[src/rtl/vga_timing_ctrl_if.sv]
// Pixel-side bus of the VGA timing controller: scan coordinates out, colour back in, pins out.
// Optional test_pattern input exists only when VGA_COLORBAR_EN is defined.
interface vga_timing_ctrl_if;
    logic [9:0]  pos_x;
    logic [9:0]  pos_y;
    logic        frame_start;
    logic [23:0] pos_data;
    logic        hsync;
    logic        vsync;
    logic        de;
    logic [23:0] rgb;
`ifdef VGA_COLORBAR_EN
    logic        test_pattern;
`endif

    modport master (
        output pos_x, pos_y, frame_start, hsync, vsync, de, rgb,
`ifdef VGA_COLORBAR_EN
        input  test_pattern,
`endif
        input  pos_data
    );

    modport slave (
        input  pos_x, pos_y, frame_start, hsync, vsync, de, rgb,
`ifdef VGA_COLORBAR_EN
        output test_pattern,
`endif
        output pos_data
    );
endinterface

[src/rtl/vga_timing_ctrl.sv]
// Raster counters, sync generation and aligned pixel output stage for the VGA path.
// Define VGA_COLORBAR_EN to add the test_pattern colour-bar source.
module vga_timing_ctrl #(
    parameter int unsigned H_VISIBLE = 640,
    parameter int unsigned H_FRONT   = 16,
    parameter int unsigned H_SYNC    = 96,
    parameter int unsigned H_BACK    = 48,
    parameter int unsigned V_VISIBLE = 480,
    parameter int unsigned V_FRONT   = 10,
    parameter int unsigned V_SYNC    = 2,
    parameter int unsigned V_BACK    = 33,
    parameter int unsigned PIPE_LAT  = 1
) (
    input  logic               vga_clk,
    input  logic               rst,
    vga_timing_ctrl_if.master  vga
);
    localparam int unsigned H_TOTAL  = H_VISIBLE + H_FRONT + H_SYNC + H_BACK;
    localparam int unsigned V_TOTAL  = V_VISIBLE + V_FRONT + V_SYNC + V_BACK;
    localparam int unsigned HS_START = H_VISIBLE + H_FRONT;
    localparam int unsigned HS_END   = HS_START + H_SYNC;
    localparam int unsigned VS_START = V_VISIBLE + V_FRONT;
    localparam int unsigned VS_END   = VS_START + V_SYNC;

    logic [9:0] h_cnt;
    logic [9:0] v_cnt;
    logic       active;
    logic       hs_raw;
    logic       vs_raw;

    logic [PIPE_LAT-1:0] active_sr;
    logic [PIPE_LAT-1:0] hs_sr;
    logic [PIPE_LAT-1:0] vs_sr;
    logic                active_d;
    logic                hs_d;
    logic                vs_d;
    logic [23:0]         pix_src;

    always_ff @(posedge vga_clk) begin
        if (rst) begin
            h_cnt <= '0;
            v_cnt <= '0;
        end else if (h_cnt == 10'(H_TOTAL - 1)) begin
            h_cnt <= '0;
            v_cnt <= (v_cnt == 10'(V_TOTAL - 1)) ? '0 : v_cnt + 10'd1;
        end else begin
            h_cnt <= h_cnt + 10'd1;
        end
    end

    always_comb begin
        active = (h_cnt < 10'(H_VISIBLE)) && (v_cnt < 10'(V_VISIBLE));
        hs_raw = !((h_cnt >= 10'(HS_START)) && (h_cnt < 10'(HS_END)));
        vs_raw = !((v_cnt >= 10'(VS_START)) && (v_cnt < 10'(VS_END)));
    end

    // All-ones coordinates make downstream window tests fail during blanking.
    assign vga.pos_x       = active ? h_cnt : 10'h3FF;
    assign vga.pos_y       = active ? v_cnt : 10'h3FF;
    assign vga.frame_start = (h_cnt == '0) && (v_cnt == '0);

    assign active_d = active_sr[PIPE_LAT-1];
    assign hs_d     = hs_sr[PIPE_LAT-1];
    assign vs_d     = vs_sr[PIPE_LAT-1];

`ifdef VGA_COLORBAR_EN
    localparam int unsigned COL_W = PIPE_LAT * 10;
    localparam int unsigned BAR_W = H_VISIBLE / 8;

    logic [PIPE_LAT-1:0][9:0] col_sr;
    logic [9:0]               col_d;
    logic [2:0]               bar_idx;
    logic [23:0]              bar_rgb;

    always_ff @(posedge vga_clk) begin
        if (rst) col_sr <= '0;
        else     col_sr <= COL_W'({col_sr, h_cnt});
    end

    assign col_d   = col_sr[PIPE_LAT-1];
    assign bar_idx = 3'(col_d / 10'(BAR_W));

    always_comb begin
        bar_rgb = '0;
        case (bar_idx)
            3'd0:    bar_rgb = 24'hFFFFFF;
            3'd1:    bar_rgb = 24'hFFFF00;
            3'd2:    bar_rgb = 24'h00FFFF;
            3'd3:    bar_rgb = 24'h00FF00;
            3'd4:    bar_rgb = 24'hFF00FF;
            3'd5:    bar_rgb = 24'hFF0000;
            3'd6:    bar_rgb = 24'h0000FF;
            default: bar_rgb = 24'h000000;
        endcase
    end

    assign pix_src = vga.test_pattern ? bar_rgb : vga.pos_data;
`else
    assign pix_src = vga.pos_data;
`endif

    // Shift registers take the new sample in bit 0; the cast drops the oldest bit.
    always_ff @(posedge vga_clk) begin
        if (rst) begin
            active_sr <= '0;
            hs_sr     <= '1;
            vs_sr     <= '1;
            vga.de    <= 1'b0;
            vga.hsync <= 1'b1;
            vga.vsync <= 1'b1;
            vga.rgb   <= '0;
        end else begin
            active_sr <= PIPE_LAT'({active_sr, active});
            hs_sr     <= PIPE_LAT'({hs_sr, hs_raw});
            vs_sr     <= PIPE_LAT'({vs_sr, vs_raw});
            vga.de    <= active_d;
            vga.hsync <= hs_d;
            vga.vsync <= vs_d;
            vga.rgb   <= active_d ? pix_src : '0;
        end
    end
endmodule

[src/flat_wrapper.sv]
// flat-port wrapper written by rule: the top's interface ports become plain ports
module vga_timing_ctrl_flat 
#(
    parameter int unsigned H_VISIBLE = 640,
    parameter int unsigned H_FRONT   = 16,
    parameter int unsigned H_SYNC    = 96,
    parameter int unsigned H_BACK    = 48,
    parameter int unsigned V_VISIBLE = 480,
    parameter int unsigned V_FRONT   = 10,
    parameter int unsigned V_SYNC    = 2,
    parameter int unsigned V_BACK    = 33,
    parameter int unsigned PIPE_LAT  = 1
)
  (vga_clk, rst, vga_pos_x, vga_pos_y, vga_frame_start, vga_hsync, vga_vsync, vga_de, vga_rgb, vga_pos_data);
  vga_timing_ctrl_if vga_i ();
  input  logic vga_clk;
  input  logic rst;
  output wire logic [$bits(vga_i.pos_x)-1:0] vga_pos_x;
  output wire logic [$bits(vga_i.pos_y)-1:0] vga_pos_y;
  output wire logic [$bits(vga_i.frame_start)-1:0] vga_frame_start;
  output wire logic [$bits(vga_i.hsync)-1:0] vga_hsync;
  output wire logic [$bits(vga_i.vsync)-1:0] vga_vsync;
  output wire logic [$bits(vga_i.de)-1:0] vga_de;
  output wire logic [$bits(vga_i.rgb)-1:0] vga_rgb;
  input wire logic [$bits(vga_i.pos_data)-1:0] vga_pos_data;
  assign vga_pos_x = vga_i.pos_x;
  assign vga_pos_y = vga_i.pos_y;
  assign vga_frame_start = vga_i.frame_start;
  assign vga_hsync = vga_i.hsync;
  assign vga_vsync = vga_i.vsync;
  assign vga_de = vga_i.de;
  assign vga_rgb = vga_i.rgb;
  assign vga_i.pos_data = vga_pos_data;
  vga_timing_ctrl #(.H_VISIBLE(H_VISIBLE), .H_FRONT(H_FRONT), .H_SYNC(H_SYNC), .H_BACK(H_BACK), .V_VISIBLE(V_VISIBLE), .V_FRONT(V_FRONT), .V_SYNC(V_SYNC), .V_BACK(V_BACK), .PIPE_LAT(PIPE_LAT)) u_core (.vga_clk(vga_clk), .rst(rst), .vga(vga_i));
endmodule
[config.mk]
export PLATFORM = sky130hd
export DESIGN_NAME = vga_timing_ctrl_flat
export DESIGN_NICKNAME = d
export VERILOG_FILES = /design/src/rtl/vga_timing_ctrl_if.sv /design/src/rtl/vga_timing_ctrl.sv /design/src/flat_wrapper.sv
export SDC_FILE = /design/constraint.sdc
export NUM_CORES = 1
export LEC_CHECK = 0
export BUFFER_PORTS_ARGS = -buffer_cell sky130_fd_sc_hd__buf_2
export CORE_ASPECT_RATIO = 2
export CORE_UTILIZATION = 48
export DETAILED_ROUTE_END_ITERATION = 6
export GPL_ROUTABILITY_DRIVEN = 0
export HOLD_SLACK_MARGIN = 0.05
export MAX_ROUTING_LAYER = met4
export PLACE_DENSITY = 0.83
export SLEW_MARGIN = 20
export SYNTH_ARGS = -nofsm -noshare
export SYNTH_HDL_FRONTEND = slang
export SYNTH_SLANG_ARGS = --single-unit
[constraint.sdc]
create_clock -name vga_clk -period 2.7 [get_ports vga_clk]
set_input_delay 0.81 -clock vga_clk [delete_from_list [all_inputs] [get_ports vga_clk]]
set_output_delay 0.81 -clock vga_clk [all_outputs]
set_load 0.01 [all_outputs]
==> results.md <==
| Item | This run | Unit |
|:---|:---|:---|
| Maximum buffer depth of the clock tree | 2 | - |
| Total routing resource utilization after global routing | 21.9 | % |
| Via-per-instance ratio | 5.08 | - |
| Row Count | 32 | - |
| Synth Area per Inst | 9.19 | um^2 |
| Flop and latch count out of synthesis | 50 | - |
| Area grow syn2layout | 26.7 | % |
| DIE WIDTH | 46.8 | um |
| Combinational cell fraction of total power | 6.4 | % |
| Clock tree from TritonCTS | built | - |
| Router iterations before antenna repair | 4 | - |
| Final count of negative-setup-slack endpoints | 0 | - |
| Type of destination of the critical path | output pin | - |
| Switching power summed over all nets | 0.274 | mW |
| Ratio of cells with drive above 1 in the final layout | 32.5 | % |
| RSZ-0062 raised after global routing | false | - |
| Switching share of power | 20.0 | % |
| CTS Buf Count | 5 | - |
| Post-route DRC | 0 | - |
| Post-synthesis instance area | 1930 | um^2 |
| Launch point of the worst hold path | u_core.hs_d | - |
| Minimum hold slack | 0.415 | ns |
| Maximum number of pins on one net before global-route repair | 26 | - |
| Violation count after the first detailed-route iteration | 46 | - |
| Largest driver fanout on the critical path | 7 | - |
| Depth of the worst register-to-register path | 5 | - |
| Achievable Freq | 385 | MHz |
| # clock sinks | 50 | - |
| Final hold viol count | 0 | - |
| Clock Power Share | 37.8 | % |
| Number of max-cap violations | 0 | - |
| Clock input transition at the sequential cells of the worst setup and hold paths | 0.08 | ns |
| Pint | 1.10 | mW |
| Worst Setup Start Kind | flop | - |
| Cells on Worst Hold Path | 1 | - |
| Top delay family on crit path | simple AND/OR/NAND/NOR gates | - |
| End point of the worst hold path | u_core.vga.hsync | - |
| Total via count after detailed routing | 1680 | - |
| Pwr dens | 560 | nW/um^2 |
| Hold-fix buffer count after cts | 0 | - |
| Count of mapped cells out of synthesis | 210 | - |
| FF-to-FF End | u_core.v_cnt[9] | - |
| Y dimension of the die | 91.7 | um |
| Minimum clock period after layout | 2.60 | ns |
| Hold Path Class | flop to flop | - |
| Buffers and inverters on the worst path | 1 | - |
| Worst reg-to-reg setup slack | 0.50 | ns |
| Total grt overflow | 0 | - |
| Initial antenna violation count | 0 | - |
| Critical R2R Launch | u_core.h_cnt[0] | - |
| Core area | 3840 | um^2 |
| Vias in the first global route | 1532 | - |
| Start-to-end type of the worst setup path | flop to output pin | - |
| Cell breakdown of the critical path | or3_4 -> or4_1 -> nor2_1 -> buf_2 | - |
| Count of buffers inserted at the top-level ports | 73 | - |
| Final #Nets | 310 | - |
| Portion of the clock cycle consumed by the worst path in the final layout | 96.1 | % |
| Sum of net half-perimeters after detailed placement | 3.21 | mm |
| Latest clock arrival within the worst-skew pair | 0.30 | ns |
| Detailed-route wire length per cell | 12.8 | um |
| Die footprint | 4300 | um^2 |
| Synthesis Warnings | 0 | - |
| Actual transition at the worst max-transition pin | 0.678 | ns |
| WP data arrival | 1.79 | ns |
| Max-Slew Margin vs Limit | 54.4 | % |
| Total Wirelength | 4.23 | mm |
| Fraction of the yosys area taken by sequential cells | 51.8 | % |
| Required time at the endpoint of the critical path | 1.89 | ns |
| Most frequent standard cell in the layout excluding fill and tap cells | buf_2 | - |
| Register share of total power | 55.8 | % |
| Clock Tree Root | clkbuf_8 | - |
| Max-slew violation total from the final report | 0 | - |
| Standard cell with the maximum stage delay on the critical path | or3_4 | - |
| Post-route setup TNS | 0 | ns |
| Distinct cell type count of the synthesized netlist | 28 | - |
| Maximum vdd drop | 0.318 | mV |
| Initial cell density of the core | 50.2 | % |
| Top library cells by usage in the layout, fill and taps aside | 73 x buf_2, 50 x dfxtp_1, 24 x and2_1, 22 x nor2_1, 15 x or3_1 | - |
| Syn nets | 240 | - |
| Number of primary I/O pins | 74 | - |
| Delay of the slowest cell on the worst path | 0.45 | ns |
| Layout Skew | 0.0104 | ns |
| Post-route antenna net violation count | 0 | - |
| Count of H-tree levels built during CTS | 2 | - |
| Count of antenna diodes in the layout | 0 | - |
| Result of the run | finished, final reports clean | - |
| Leakage power of the design | 1.20 | nW |
| Global-route wire length before repair | 6.73 | mm |
## cells by family (layout without fill, tap and decap cells)
family          count (synthesis)  count (layout)  share of synthesized area [%]
mux                             1               1                          0.518
buf+inv                        20              90                           4.02
flops                          50              50                           51.8
compound gates                  8               8                           2.72
fa+ha+maj                       4               4                           2.59
xor+xnor                       13              13                           5.90
simple gates                  114             114                           32.4
## metal layers
metal	up-vias	routed length, um	track usage [%]
met3	15	241	5.12
met1	748	1500	20.7
met5	-	0	-
met2	84	2320	36.8
met4	0	172	13.6
li1	833	-	-
## timing repair
| item | in CTS | in global routing |
|---|---|---|
| resized for setup | 0 | 2 |
| buffers inserted | 0 | 0 |
| hold endpoints to repair | 0 | 0 |
| setup endpoints to repair | 0 | 9 |
## synthesized netlist by cell type, drive strengths merged
cell type / n / area, um^2
dfxtp: 50 / 1000
and2: 24 / 150
nor2: 23 / 86.3
or3: 16 / 100
nand2: 12 / 45.0
xnor2: 12 / 105
nand3: 10 / 50.1
clkbuf: 9 / 33.8
inv: 9 / 33.8
nand4: 6 / 37.5
nor4: 6 / 37.5
a21oi: 4 / 27.5
ha: 4 / 50.1
nor3: 4 / 20.0
or2: 4 / 25.0
o21ai: 3 / 15.0
buf: 2 / 10.0
nor2b: 2 / 12.5
nor4b: 2 / 17.5
or4: 2 / 18.8
a41o: 1 / 10.0
and3: 1 / 6.26
and4: 1 / 8.76
mux2i: 1 / 10.0
nor4bb: 1 / 10.0
xor2: 1 / 8.76
## power groups by stage
stage	clock, mW	combinational (mW)	sequential [mW]
after floorplan	0	0.0377	0.789
after global placement	0	0.0853	0.782
after detailed placement	0	0.0877	0.782
after CTS	0.536	0.0883	0.765
after global routing	0.566	0.0970	0.768
final	0.519	0.0871	0.765
## state kept, by name, summed over array words and instances, names as in the netlist
name / cells
u_core.vga.rgb: 24
u_core.vga.vsync: 1
u_core.vs_d: 1
u_core.vga.de: 1
u_core.active_d: 1
u_core.v_cnt: 10
u_core.hs_d: 1
u_core.vga.hsync: 1
u_core.h_cnt: 10
## worst max path at each step
stage	start	to	slack, ns	cells past startpoint
floorplan	u_core.h_cnt[5]	vga_frame_start	0.48	4
global placement	u_core.h_cnt[5]	vga_frame_start	0.40	4
detailed placement	u_core.h_cnt[5]	vga_frame_start	0.37	4
CTS	u_core.h_cnt[5]	vga_frame_start	0.04	4
global route	u_core.h_cnt[8]	vga_pos_x[5]	0.06	5
finish	u_core.h_cnt[5]	vga_frame_start	0.10	4
## metrics by stage
stage / cell area, um^2 / power (mW) / setup WS [ns] / util [%] / instances
after floorplan: 1930 / 0.827 / 0.484 / - / 210
after global placement: 2320 / 0.867 / 0.402 / 60.4 / 324
after detailed placement: 2320 / 0.870 / 0.370 / 60.4 / 324
after CTS: 2440 / 1.39 / 0.0368 / 63.4 / 331
after global routing: 2450 / 1.43 / 0.0600 / 63.6 / 331
final: 2450 / 1.37 / 0.105 / 63.6 / 331
## area by class of cell
class	instances	area [um^2]
fill	352	1400
multi-input combinational	140	862
sequential	50	1000
clock buffer	6	82.6
tap	51	63.8
timing repair buffer	74	373
clock inverter	1	30.0
inverter	9	33.8
Note: power is estimated with default switching activity, not from simulation.
